### config.mk
export PLATFORM = sky130hd
export DESIGN_NAME = rsa_box_cmd_master
export DESIGN_NICKNAME = d
export VERILOG_FILES = /design/src/rtl/rsa_box_cmd_master.sv
export SDC_FILE = /design/constraint.sdc
export NUM_CORES = 1
export LEC_CHECK = 0
export BUFFER_PORTS_ARGS = -buffer_cell sky130_fd_sc_hd__buf_2
export CAP_MARGIN = 25
export CORE_AREA = 2 2 168 170
export DETAILED_ROUTE_END_ITERATION = 6
export DIE_AREA = 0 0 170 172
export PLACE_DENSITY = 0.8
export SETUP_SLACK_MARGIN = 0.02
export SLEW_MARGIN = 40
export SYNTH_ARGS = -nofsm -noshare
export SYNTH_HDL_FRONTEND = slang
export SYNTH_SLANG_ARGS = --single-unit
### constraint.sdc
create_clock -name clk -period 27.4 [get_ports clk]
set_input_delay 1.37 -clock clk [delete_from_list [all_inputs] [get_ports clk]]
set_output_delay 1.37 -clock clk [all_outputs]
set_load 0.1 [all_outputs]
### src/rtl/rsa_box_cmd_master.sv
// rtl/rsa_box_cmd_master.sv - command-driven bus initiator for the RSA box register slave
//
// Accepts one command (instruction, up to MAX_WORDS payload words, result word count),
// writes the instruction at address 0 and the payload at addresses 1..N, reads results
// from addresses 0..M-1, then presents the packed results on a valid/ready response port.
//
// Ports:
//   clk, reset                         clock, asynchronous active-high reset
//   cmd_valid/cmd_ready                command handshake (ready only while idle)
//   cmd_instr, cmd_nwords, cmd_data,   command contents; counts above MAX_WORDS clamp
//   cmd_nread
//   rsp_valid/rsp_ready, rsp_data      response handshake and packed read words
//   busy                               high whenever a command is in flight
//   chipselect, write, address,        registered slave bus; readdata arrives
//   data_in, data_out                  READ_LATENCY cycles after the read strobe
module rsa_box_cmd_master #(
    parameter int DATA_W       = 32,
    parameter int ADDR_W       = 3,
    parameter int MAX_WORDS    = 4,
    parameter int READ_LATENCY = 1,
    parameter int IDLE_ADDR    = 7
) (
    input  logic                        clk,
    input  logic                        reset,
    input  logic                        cmd_valid,
    output logic                        cmd_ready,
    input  logic [DATA_W-1:0]           cmd_instr,
    input  logic [2:0]                  cmd_nwords,
    input  logic [MAX_WORDS*DATA_W-1:0] cmd_data,
    input  logic [2:0]                  cmd_nread,
    output logic                        rsp_valid,
    input  logic                        rsp_ready,
    output logic [MAX_WORDS*DATA_W-1:0] rsp_data,
    output logic                        busy,
    output logic                        chipselect,
    output logic                        write,
    output logic [ADDR_W-1:0]           address,
    output logic [DATA_W-1:0]           data_in,
    input  logic [DATA_W-1:0]           data_out
);

    localparam logic [2:0] ST_IDLE     = 3'd0;
    localparam logic [2:0] ST_WR_INSTR = 3'd1;
    localparam logic [2:0] ST_WR_DATA  = 3'd2;
    localparam logic [2:0] ST_RD_ISSUE = 3'd3;
    localparam logic [2:0] ST_RD_WAIT  = 3'd4;
    localparam logic [2:0] ST_RESP     = 3'd5;

    localparam logic [2:0]        MAX_N     = 3'(MAX_WORDS);
    localparam int                WAIT_W    = (READ_LATENCY > 1) ? $clog2(READ_LATENCY) : 1;
    localparam logic [WAIT_W-1:0] WAIT_LAST = WAIT_W'(READ_LATENCY - 1);
    localparam logic [ADDR_W-1:0] PARK_ADDR = ADDR_W'(IDLE_ADDR);

    logic [2:0]                  state, state_d;
    logic [2:0]                  k, k_d;          // payload beat index
    logic [2:0]                  j, j_d;          // result word index
    logic [WAIT_W-1:0]           w, w_d;          // read latency counter
    logic [2:0]                  nwords_q, nread_q;
    logic [MAX_WORDS*DATA_W-1:0] data_q;
    logic                        accept, capture;
    logic                        cs_d, wr_d;
    logic [ADDR_W-1:0]           addr_d;
    logic [DATA_W-1:0]           din_d;

    always_comb begin
        state_d = state;
        k_d     = k;
        j_d     = j;
        w_d     = w;
        accept  = 1'b0;
        capture = 1'b0;
        case (state)
            ST_IDLE: begin
                if (cmd_valid && cmd_ready) begin
                    accept  = 1'b1;
                    state_d = ST_WR_INSTR;
                end
            end
            ST_WR_INSTR: begin
                k_d = 3'd0;
                j_d = 3'd0;
                if (nwords_q != 3'd0)     state_d = ST_WR_DATA;
                else if (nread_q != 3'd0) state_d = ST_RD_ISSUE;
                else                      state_d = ST_RESP;
            end
            ST_WR_DATA: begin
                if (k + 3'd1 == nwords_q) state_d = (nread_q != 3'd0) ? ST_RD_ISSUE : ST_RESP;
                else                      k_d = k + 3'd1;
            end
            ST_RD_ISSUE: begin
                w_d     = '0;
                state_d = ST_RD_WAIT;
            end
            ST_RD_WAIT: begin
                if (w == WAIT_LAST) begin
                    capture = 1'b1;
                    if (j + 3'd1 == nread_q) begin
                        state_d = ST_RESP;
                    end else begin
                        j_d     = j + 3'd1;
                        state_d = ST_RD_ISSUE;
                    end
                end else begin
                    w_d = w + WAIT_W'(1);
                end
            end
            ST_RESP: begin
                if (rsp_valid && rsp_ready) state_d = ST_IDLE;
            end
            default: state_d = ST_IDLE;
        endcase
    end

    // Bus outputs are registered from the next state so each access appears exactly
    // in the cycle its state occupies. WR_INSTR is only entered from IDLE, so the
    // instruction is taken straight from the command port at acceptance.
    always_comb begin
        cs_d   = 1'b0;
        wr_d   = 1'b0;
        addr_d = PARK_ADDR;
        din_d  = '0;
        case (state_d)
            ST_WR_INSTR: begin
                cs_d   = 1'b1;
                wr_d   = 1'b1;
                addr_d = '0;
                din_d  = cmd_instr;
            end
            ST_WR_DATA: begin
                cs_d   = 1'b1;
                wr_d   = 1'b1;
                addr_d = ADDR_W'(k_d + 3'd1);
                din_d  = data_q[k_d*DATA_W +: DATA_W];
            end
            ST_RD_ISSUE: begin
                cs_d   = 1'b1;
                addr_d = ADDR_W'(j_d);
            end
            default: ;
        endcase
    end

    always_ff @(posedge clk or posedge reset) begin
        if (reset) begin
            state      <= ST_IDLE;
            k          <= 3'd0;
            j          <= 3'd0;
            w          <= '0;
            nwords_q   <= 3'd0;
            nread_q    <= 3'd0;
            data_q     <= '0;
            cmd_ready  <= 1'b1;
            rsp_valid  <= 1'b0;
            rsp_data   <= '0;
            busy       <= 1'b0;
            chipselect <= 1'b0;
            write      <= 1'b0;
            address    <= PARK_ADDR;
            data_in    <= '0;
        end else begin
            state <= state_d;
            k     <= k_d;
            j     <= j_d;
            w     <= w_d;
            if (accept) begin
                nwords_q <= (cmd_nwords > MAX_N) ? MAX_N : cmd_nwords;
                nread_q  <= (cmd_nread > MAX_N) ? MAX_N : cmd_nread;
                data_q   <= cmd_data;
                rsp_data <= '0;
            end
            if (capture) rsp_data[j*DATA_W +: DATA_W] <= data_out;
            cmd_ready  <= (state_d == ST_IDLE);
            busy       <= (state_d != ST_IDLE);
            // rsp_valid rises one cycle after RESP is entered and drops on the handshake edge.
            rsp_valid  <= (state == ST_RESP) && (state_d == ST_RESP);
            chipselect <= cs_d;
            write      <= wr_d;
            address    <= addr_d;
            data_in    <= din_d;
        end
    end

endmodule

==> impl_results.md <==
- Count of hold-fix buffers inserted at cts: 0
- Post-detailed-route count of antenna-violating nets: 0
- Cell area after layout: 16500 um2
- Worst Hold Launch: data_q[63]$_DFFE_PP0P_
- Final Skew: 0.0157 ns
- R2R cell count: 8
- Sequential area share after synthesis: 0.589
- Clk_lat worst skew: 0.50 ns
- Maximum clock frequency: 290 MHz
- Initial Utilization: 0.481
- CP Data Arrival Time: 3.84 ns
- R2R Path End: data_in[28]$_DFF_PP0_
- First-pass GRT wire length: 61000 um
- CP max FO: 47
- Die Width: 170 um
- Rows: 61
- Max Root-Sink Buffers: 3
- Period utilisation layout: 0.126
- Met1 GRT Util: 0.379
- Final setup fails: 0
- Pre-Repair DR Iteration Count: 5
- # IOs: 370
- Final Max Slew Viols: 0
- Slew @ Worst Pin: 0.783 ns
- Root Driver: clkbuf_16
- Leakage power: 9.04 nW
- Vias per cell: 5.35
- DRC violations left: 0
- Hold path endpoint: data_q[63]$_DFFE_PP0P_
- Share of post-route cells with drive strength above 1: 0.267
- DIE AREA: 29200 um2
- Worst Setup End Kind: flip-flop
- R2r startpoint: k[0]$_DFF_PP0_
- Levels on crit path: 10
- Vias in the first global route: 11100
- Flops & latches, synth: 311
- Crit-path slowest cell: or4_4
- Met3 Use GR: 0.0563
- Cell Chain, Critical Path: buf_2, nand2_1, or4_4, and4_1, inv_2, nor3_4, buf_4, nand3_1, buf_4, o211ai_1
- Met2 GRT Util: 0.405
- WHS Path Cells: 2
- RSZ-0062 raised after global routing: false
- Global route hottest layer: met2
- Kind of critical path: input pin to flip-flop
- Die Height: 172 um
- Max-Cap Viols: 0
- Final nets: 1982
- Synth Flop Type: dfrtp_1
- Pin count of the biggest net entering global routing: 118
- Routed WL: 39800 um
- Fraction of registers with async set/reset: 1.00
- Syn_area_per_cell: 9.12 um2
- H-tree levels: 2
- Cts repair resizes: 0
- Initial antenna violation count: 12
- Post-synth cell types: 50
- Final HPWL DP: 26800 um
- Power, Total: 0.00214 W
- Grt ovf: 0
- GRT Util Overall: 0.268
- CTS tree: built
- Outcome: finished, final reports clean
- Hold crit path type: flip-flop to flip-flop
- R2R Setup Slk: 24.14 ns
- Fillers: 2309
- Clk sinks: 311
- Synthesized netlist cell count: 1449
- Core Area: 27500 um2
- Slew HR: 0.478
- Critical Path Source Type: input pin
- Peak VDD IR: 0.0000729 V
- Max stage delay on crit path: 0.48 ns
- 1st-iter DRT viols: 1043
- Most used cell, CP: buf_4
- Buf+Inv Stages, Crit Path: 4
- Hold Fails Final Rpt: 0
- YS warnings: 0
- Gp weighted congestion: 0.900
- Layout area overhead: 25.0%
- CTS buffer count: 34
- WP data required: 27.80 ns
- Synthesized area: 13200 um2
- Number of synthesized flops with an enable pin: 0
- PwrDens: 130 nW/um2
- Fin crit period: 3.45 ns
- Delay-heaviest family, CP: simple AND/OR/NAND/NOR gates
- Area after DPL: 15300 um2
- Clock Pin Slew Worst Setup and Hold Paths: 0.06 ns
- DR WL/cell: 18.5 um
- Post-route setup TNS: 0 ns
- Total number of vias: 11500
- Port-buffer cells: 369
- Synth Net Count: 1656
- Setup bufs post-CTS: 0
-- power breakdown --
group / leakage [nW] / total (W) / internal [W] / switching (W)
Clock: 0.575 / 0.000476 / 0.000291 / 0.000185
Sequential: 4.11 / 0.000696 / 0.000604 / 0.0000920
Combinational: 4.35 / 0.000966 / 0.000243 / 0.000723
Total: 9.04 / 0.00214 / 0.00114 / 0.00100
-- worst max path at each step --
stage	startpoint	to	slack, ns
detailed placement	cmd_valid	data_in[28]$_DFF_PP0_	23.52
global route	cmd_valid	data_in[28]$_DFF_PP0_	23.86
global placement	reset	data_q[126]$_DFFE_PP0P_	23.41
finish	cmd_valid	data_in[28]$_DFF_PP0_	23.95
CTS	k[0]$_DFF_PP0_	data_in[12]$_DFF_PP0_	23.71
floorplan	reset	busy$_DFF_PP0_	17.44
-- Yosys cell counts, drive strengths merged (5+ instances only) --
| library cell | n | area (um2) |
|---|---|---|
| and3 | 5 | 31.3 |
| nand3 | 69 | 345 |
| buf | 15 | 78.8 |
| o21ai | 67 | 335 |
| mux2 | 31 | 349 |
| clkbuf | 83 | 312 |
| nor3 | 5 | 41.3 |
| nand4 | 33 | 206 |
| nor3b | 5 | 37.5 |
| mux2i | 36 | 360 |
| inv | 10 | 37.5 |
| nand2 | 699 | 2620 |
| o211ai | 32 | 240 |
| ha | 5 | 62.6 |
| dfrtp | 307 | 7680 |
-- metal layers --
layer  part of all wire  vias up
li1                   -     5362
met1               0.42     5543
met2               0.46      533
met3              0.082       99
met4              0.039        2
met5            0.00033        -
-- layout make-up --
class	count	area (um2)	area share
Clock buffer	46	987	0.0598
Clock inverter	14	179	0.0108
Antenna cell	10	25.0	0.00152
Tap cell	346	433	0.0262
Inverter	10	50.0	0.00303
Timing Repair Buffer	388	2010	0.122
Sequential cell	311	7790	0.472
Multi-Input combinational cell	1030	5030	0.305
-- logic make-up after synthesis --
family          synth area share
compound gates            0.0516
xor+xnor                 0.00568
fa+ha+maj                0.00473
buf+inv                   0.0324
flops                      0.589
mux                       0.0554
simple gates               0.261
-- per-stage QoR --
| stage | hold slack, ns | instances | setup WS [ns] | util |
|---|---|---|---|---|
| after global placement | 0.453 | 2084 | 23.41 | 0.556 |
| final | 0.473 | 2155 | 23.95 | 0.601 |
| after CTS | 0.471 | 2144 | 23.71 | 0.599 |
| after detailed placement | 0.456 | 2084 | 23.52 | 0.557 |
| after global routing | 0.493 | 2154 | 23.86 | 0.601 |
| after floorplan | 0.438 | 1449 | 17.44 | - |
-- worst reg2reg max path: stages, from the launching register on --
cell and delay [ns]:
dfrtp_1 0.44, ha_1 0.37, xnor2_1 0.40, a31oi_4 0.20, mux2i_4 0.35, buf_4 0.70, mux2_2 0.42, nand4_1 0.11
o211ai_1 0.12
-- cells in the final DEF (no fill, tap or decap), types with 2 or more instances in the layout --
cell type     n
clkinv_2      7
and3_1        5
buf_4        13
inv_1         7
nand4_1      33
bufinv_16     4
nor2_1        2
nor3_4        2
o21ai_0      66
nand3b_1      4
ha_1          5
a211o_1       2
buf_2       369
xor2_1        2
nand3_1      69
nor2b_1       2
clkinvlp_4    2
clkbuf_8      8
dfrtp_1     307
dfstp_2       4
buf_6         5
nor3_1        3
o211ai_1     32
nand2_1     699
or3_1         3
inv_2         2
diode_2      10
mux2i_1      35
clkbuf_16    35
mux2_1       14
clkbuf_1      4
nor3b_1       5
mux2_2       17
xnor2_1       4
a31oi_1       2
a21oi_1       2
-- sequential cells by signal, summed over array words and instances, names as in the netlist --
name        count
address         3
busy            1
chipselect      1
cmd_ready       1
data_in        32
data_q        128
j               3
k               3
nread_q         3
nwords_q        3
rsp_data      128
rsp_valid       1
state           3
write           1
Power figures use the tool's default switching activity.
